===== src/rtl/cfg_chain_loader.sv =====
// Serial config-chain writer: streams words LSB-first into the chain, then strobes latch and done.
// First shift two cycles after start; in_ready drops while a word is mid-shift (no bubble between words).
module cfg_chain_loader #(
    parameter int WORD_W    = 8,
    parameter int CHAIN_LEN = 12
) (
    input  logic              clk,
    input  logic              rst_n,
    input  logic              start,
    input  logic [WORD_W-1:0] in_data,
    input  logic              in_valid,
    output logic              in_ready,
    output logic              cfg_bit,
    output logic              cfg_shift_en,
    output logic              cfg_latch,
    output logic              busy,
    output logic              done
);

    localparam int NWORDS = (CHAIN_LEN + WORD_W - 1) / WORD_W;
    localparam int BIT_W  = $clog2(CHAIN_LEN + 1);
    localparam int WCNT_W = $clog2(NWORDS + 1);
    localparam int LEFT_W = $clog2(WORD_W + 1);

    localparam logic [BIT_W-1:0]  LAST_BIT  = BIT_W'(CHAIN_LEN - 1);
    localparam logic [BIT_W-1:0]  FULL_BITS = BIT_W'(CHAIN_LEN);
    localparam logic [BIT_W-1:0]  BIT_ONE   = BIT_W'(1);
    localparam logic [WCNT_W-1:0] ALL_WORDS = WCNT_W'(NWORDS);
    localparam logic [WCNT_W-1:0] WCNT_ONE  = WCNT_W'(1);
    localparam logic [LEFT_W-1:0] WORD_BITS = LEFT_W'(WORD_W);
    localparam logic [LEFT_W-1:0] ONE_LEFT  = LEFT_W'(1);

    typedef enum logic [1:0] {
        S_IDLE  = 2'd0,
        S_LOAD  = 2'd1,
        S_LATCH = 2'd2,
        S_DONE  = 2'd3
    } state_t;

    state_t              r_state;
    logic [BIT_W-1:0]    r_bit_cnt;
    logic [WCNT_W-1:0]   r_word_cnt;
    logic [WORD_W-1:0]   r_buf;
    logic [LEFT_W-1:0]   r_left;
    logic                r_cfg_bit;
    logic                r_shift_en;
    logic                r_cfg_latch;
    logic                r_busy;
    logic                r_done;

    logic                w_buf_last;
    logic                w_chain_last;
    logic                w_in_ready;
    logic                w_take;
    logic [WORD_W-1:0]   w_buf_sh;

    // The holding buffer is valid exactly when a bit is on the wire, so r_shift_en doubles as buffer-valid.
    assign w_buf_last   = r_shift_en && (r_left == ONE_LEFT);
    assign w_chain_last = r_shift_en && (r_bit_cnt == LAST_BIT);
    assign w_in_ready   = (r_state == S_LOAD) && (r_word_cnt < ALL_WORDS) &&
                          (!r_shift_en || (w_buf_last && !w_chain_last));
    assign w_take       = in_valid && w_in_ready;
    assign w_buf_sh     = r_buf >> 1;

    assign in_ready     = w_in_ready;
    assign cfg_bit      = r_cfg_bit;
    assign cfg_shift_en = r_shift_en;
    assign cfg_latch    = r_cfg_latch;
    assign busy         = r_busy;
    assign done         = r_done;

    always_ff @(posedge clk or negedge rst_n) begin
        if (!rst_n) begin
            r_state     <= S_IDLE;
            r_bit_cnt   <= '0;
            r_word_cnt  <= '0;
            r_buf       <= '0;
            r_left      <= '0;
            r_cfg_bit   <= 1'b0;
            r_shift_en  <= 1'b0;
            r_cfg_latch <= 1'b0;
            r_busy      <= 1'b0;
            r_done      <= 1'b0;
        end else begin
            case (r_state)
                S_IDLE: begin
                    r_bit_cnt  <= '0;
                    r_word_cnt <= '0;
                    r_buf      <= '0;
                    r_left     <= '0;
                    r_cfg_bit  <= 1'b0;
                    r_shift_en <= 1'b0;
                    r_done     <= 1'b0;
                    if (start) begin
                        r_state <= S_LOAD;
                        r_busy  <= 1'b1;
                    end
                end
                S_LOAD: begin
                    if (w_chain_last) begin
                        // Remaining high bits of the final word are dropped here.
                        r_bit_cnt   <= FULL_BITS;
                        r_buf       <= '0;
                        r_left      <= '0;
                        r_cfg_bit   <= 1'b0;
                        r_shift_en  <= 1'b0;
                        r_cfg_latch <= 1'b1;
                        r_state     <= S_LATCH;
                    end else if (w_take) begin
                        r_buf      <= in_data;
                        r_left     <= WORD_BITS;
                        r_cfg_bit  <= in_data[0];
                        r_shift_en <= 1'b1;
                        r_word_cnt <= r_word_cnt + WCNT_ONE;
                        if (r_shift_en) begin
                            r_bit_cnt <= r_bit_cnt + BIT_ONE;
                        end
                    end else if (r_shift_en) begin
                        r_bit_cnt <= r_bit_cnt + BIT_ONE;
                        if (w_buf_last) begin
                            r_buf      <= '0;
                            r_left     <= '0;
                            r_cfg_bit  <= 1'b0;
                            r_shift_en <= 1'b0;
                        end else begin
                            r_buf     <= w_buf_sh;
                            r_left    <= r_left - ONE_LEFT;
                            r_cfg_bit <= w_buf_sh[0];
                        end
                    end
                end
                S_LATCH: begin
                    r_cfg_latch <= 1'b0;
                    r_busy      <= 1'b0;
                    r_done      <= 1'b1;
                    r_state     <= S_DONE;
                end
                S_DONE: begin
                    r_done  <= 1'b0;
                    r_state <= S_IDLE;
                end
                default: begin
                    r_state <= S_IDLE;
                end
            endcase
        end
    end

endmodule


===== config.mk =====
export PLATFORM = sky130hd
export DESIGN_NAME = cfg_chain_loader
export DESIGN_NICKNAME = d
export VERILOG_FILES = /design/src/rtl/cfg_chain_loader.sv
export SDC_FILE = /design/constraint.sdc
export NUM_CORES = 1
export LEC_CHECK = 0
export CAP_MARGIN = 20
export CORE_MARGIN = 2
export CORE_UTILIZATION = 38
export DETAILED_ROUTE_END_ITERATION = 6
export PLACE_DENSITY = 0.65
export SETUP_SLACK_MARGIN = 0.15
export SYNTH_ARGS = -nofsm -noshare
export SYNTH_HDL_FRONTEND = slang
export SYNTH_SLANG_ARGS = --single-unit

===== constraint.sdc =====
create_clock -name clk -period 4.7 [get_ports clk]
set_clock_uncertainty 0.1 [all_clocks]
set_input_delay 1.41 -clock clk [delete_from_list [all_inputs] [get_ports clk]]
set_output_delay 1.41 -clock clk [all_outputs]
set_load 0.01 [all_outputs]

==> results summary <==
The number of nets in the final layout is 153. The number of slew-limit violations in the final report was 0. Buffers placed on the I/O ports in this run total 17.

The worst hold margin is 389 ps. The later pin in the worst-skew pair is clocked with a latency of around 320 ps. The count of endpoints failing setup in the final report is 0. For this configuration, the core starts out at a cell density of 40.2%. Counting tap cells, the placed design contains a total of about 170 instances. CTS placed an instance of clkbuf_4 at the clock tree root. The worst setup path is captured at a primary output. Fill cells in the final layout number 291.

The post-route total power came out at 907 uW. The final number of hold-violating endpoints came out at 0. The via count of the first global-routing pass is ~900. The worst setup path is of the register to primary output kind. The total inserted antenna cells came out at 0.

The cell-internal power is about 560 uW. The measured slew at the worst slew-check pin came out at 1030 ps. A synthesized cell averages 10.5 um^2.

The largest fanout of any net on the critical path came out at 5. The cell depth of the worst flop-to-flop path is 6. Summing the sequential cell areas from Yosys gives 49.0% of the chip area. The netlist area before placement came out at 1230 um^2. The area inside the core boundary is 3050 um^2. Setup repair after global routing left no endpoint under its margin. The unique cell type count in the Yosys netlist is 35. The overall routing resource usage is 14.9%. The number of routed nets with antenna violations is 0. After routing the design area is 1500 um^2.

The number of cells traversed by the worst hold path came out at 2. The floorplan has 20 rows. The part of the total power dissipated in the clock network is 16.7%. The synthesized design devotes to its leading area cell type 49.0% of total area. For this design the static power due to leakage is 0.695 nW. Summing all placed instances gives a cell area of 1420 um^2. The half-perimeter wire length of the detailed placement result came out at ~1700 um. The worst slew margin relative to its limit came out at between 30 and 40%.

The count of yosys warnings during synthesis came out at 0. After global routing the overflow that remains totals 0. At the worst endpoint, the required time is 3190 ps. After layout, the worst path uses 80.9% of the clock period.

The fmax came out at 263 MHz. The first global-routing pass estimated 4110 um of wire. The capture endpoint of the worst hold path is r_word_cnt[1]. When the netlist entered floorplanning its net count stood at between 100 and 150. The die area is ~3700 um^2. The power density over the cells is around 600 nW/um^2. Buffers inserted to repair hold after CTS numbered 0. Entering global routing, the biggest net connects 25 pins. Synthesis produced a netlist whose cell count is 117.

Clock-pin slew was measured on the worst setup and hold paths at 140 ps. In this run the number of H-tree levels came out at 1. Sorting the synthesized cells by area gives the leading types as dfrtp_1, ha_1, inv_1. The final core utilization came out at 49.1%.

The arrival time of the worst setup path is 2290 ps. The wire length per cell came out at 13.6 um. The tool flagged a number of max-cap violations equal to 0. The first routing iteration left 57 violations.

TritonCTS built the clock tree. The routability-driven placement congestion ratio came out at 0.764. The height of the die is 60.8 um.

The startpoint of the worst-slack reg-to-reg timing path is r_state[1]. Before CTS, the worst setup slack after placement is 1270 ps. The largest individual stage delay along the critical path comes from the cell clkdlybuf4s50_1. The share of total power dissipated in sequential elements is 38.1%. Walking the worst path, the cells encountered are ha_1 > and4b_1 > nand2b_1 > a211oi_1 > clkdlybuf4s50_1. In this run, the combinational gates consume 45.1% of the power. The clock net in this run drives a total of 24 sinks. The switching power as a share of total power came out at 38.0%. Counting the buffers created by CTS gives 3. Once the clock tree was built, the resizer swapped 0 gates to a different size. The number of optimization iterations in the first detailed-route pass came out at 4. The largest vdd supply drop is 0.000219 V. The final critical-path setup slack came out at 899 ps. The sum of negative setup slack came out at 0 ps. The worst hold path belongs to the class register to register. The boundary pin count came out at 18. The detailed-route vias per instance is between 5 and 6. The biggest cell delay along the critical path is approximately 570 ps. The post-synthesis register bit count came out at 24. The register-to-register path setup slack is 2280 ps. The net load switching power is 345 uW. The total via count after detailed routing came out at 945. The share of final-layout standard cells stronger than drive strength 1 came out at roughly a tenth. The final cell count without fillers is 178. The layout overhead on the synthesized area came out at 22.3%. STA classifies the critical path startpoint as a register.

The remaining design rule violation count came out at 0. The flow ran to the end, and the final reports show no timing, DRC or antenna violations. In this run the most critical hold path is launched from r_word_cnt[0]. The final layout contains routed wiring with a total length of 2420 um. The number of buffers on the longest clock path came out at 2. The worst flop-to-flop path endpoint is r_left[0]. The die is 60.8 um wide.

The initial antenna violation count came out at 0. The time the final worst path needs with I/O delays and setup is 3800 ps. The number of setup buffers added after CTS came out at 0. dfrtp_1 takes more of the synthesized area than any other cell.
-- critical path: cells and delay by family, from the launching register on --
kind                     cells  cell delay (ps)
AND/OR/NAND/NOR              2              480
flip-flops                   1              450
adder cells (fa/ha/maj)      1              260
AO/OA/AOI/OAI                1              220
buffers and inverters        1              570
-- sequential cells by signal, indices dropped and copies added, names as in the netlist --
name          flops
cfg_latch         1
r_bit_cnt         4
cfg_shift_en      1
r_buf             7
done              1
busy              1
r_state           2
r_left            4
cfg_bit           1
r_word_cnt        2
-- logic make-up after synthesis --
group           count (synthesis)  synth area share [%]
flops                          24                  49.0
buf+inv                        21                  7.45
xor+xnor                        1                 0.714
simple gates                   26                  11.6
mux                             3                  2.65
compound gates                 36                  22.4
fa+ha+maj                       6                  6.12
-- cells in the final DEF (no fill, tap or decap), drive strengths merged, types with 2 or more instances in the layout --
cell type / instances
clkdlybuf4s50: 17
a31oi: 2
nand2b: 3
a222oi: 5
a2111oi: 2
mux2: 2
a21o: 2
o21ai: 7
o22ai: 2
nor2: 4
clkbuf: 3
a22oi: 2
ha: 6
inv: 16
nor4b: 2
nand2: 12
a211oi: 2
a21oi: 6
dfrtp: 24
-- area by class of cell --
type / instances / area [um^2] / share of cell area (%)
clock inverter: 1 / 30.0 / 2.00
clock buffer: 3 / 22.5 / 1.50
sequential: 24 / 601 / 40.0
inverter: 16 / 60.1 / 4.00
tap: 44 / 55.1 / 3.67
multi-input combinational: 72 / 534 / 35.6
timing repair buffer: 18 / 198 / 13.2
-- synth_stat cells (all sizes together) --
master	count
a211o	1
nand4	1
a2111oi	2
mux2	2
o22ai	2
a222oi	5
nand3	1
nor4b	2
a31oi	2
and4b	1
a311oi	1
buf	5
a22o	1
or3b	1
o32a	1
mux2i	1
xor2	1
a21oi	6
nand2b	3
a31o	1
nor2	4
o21ai	7
o32ai	1
or3	1
ha	6
inv	16
nand2	12
dfrtp	24
a22oi	2
a21o	2
a211oi	2
-- power by group through the flow --
stage / Clock (mW) / Sequential [mW] / Combinational [mW]
CTS: 0.156 / 0.346 / 0.410
floorplan: 0 / 0.337 / 0.303
global placement: 0 / 0.347 / 0.398
detailed placement: 0 / 0.351 / 0.408
global route: 0.166 / 0.360 / 0.459
finish: 0.152 / 0.346 / 0.409
-- worst max-delay path by stage --
stage	slack (ps)	startpoint	end	depth (start not counted)
after detailed placement	1270	r_bit_cnt[0]	in_ready	5
after global routing	760	r_bit_cnt[0]	in_ready	5
after floorplan	1780	r_bit_cnt[0]	in_ready	4
final	900	r_bit_cnt[0]	in_ready	5
after global placement	1320	r_bit_cnt[0]	in_ready	5
after CTS	900	r_bit_cnt[0]	in_ready	5
-- metal layers --
metal,routed length (um),vias to the layer above,GRT usage (%)
li1,-,458,-
met2,1210,13,24.3
met1,1120,470,19.9
met4,38,0,6.52
met5,0,-,0
met3,46,4,1.92
No activity file was read; power rests on OpenSTA's default activity.
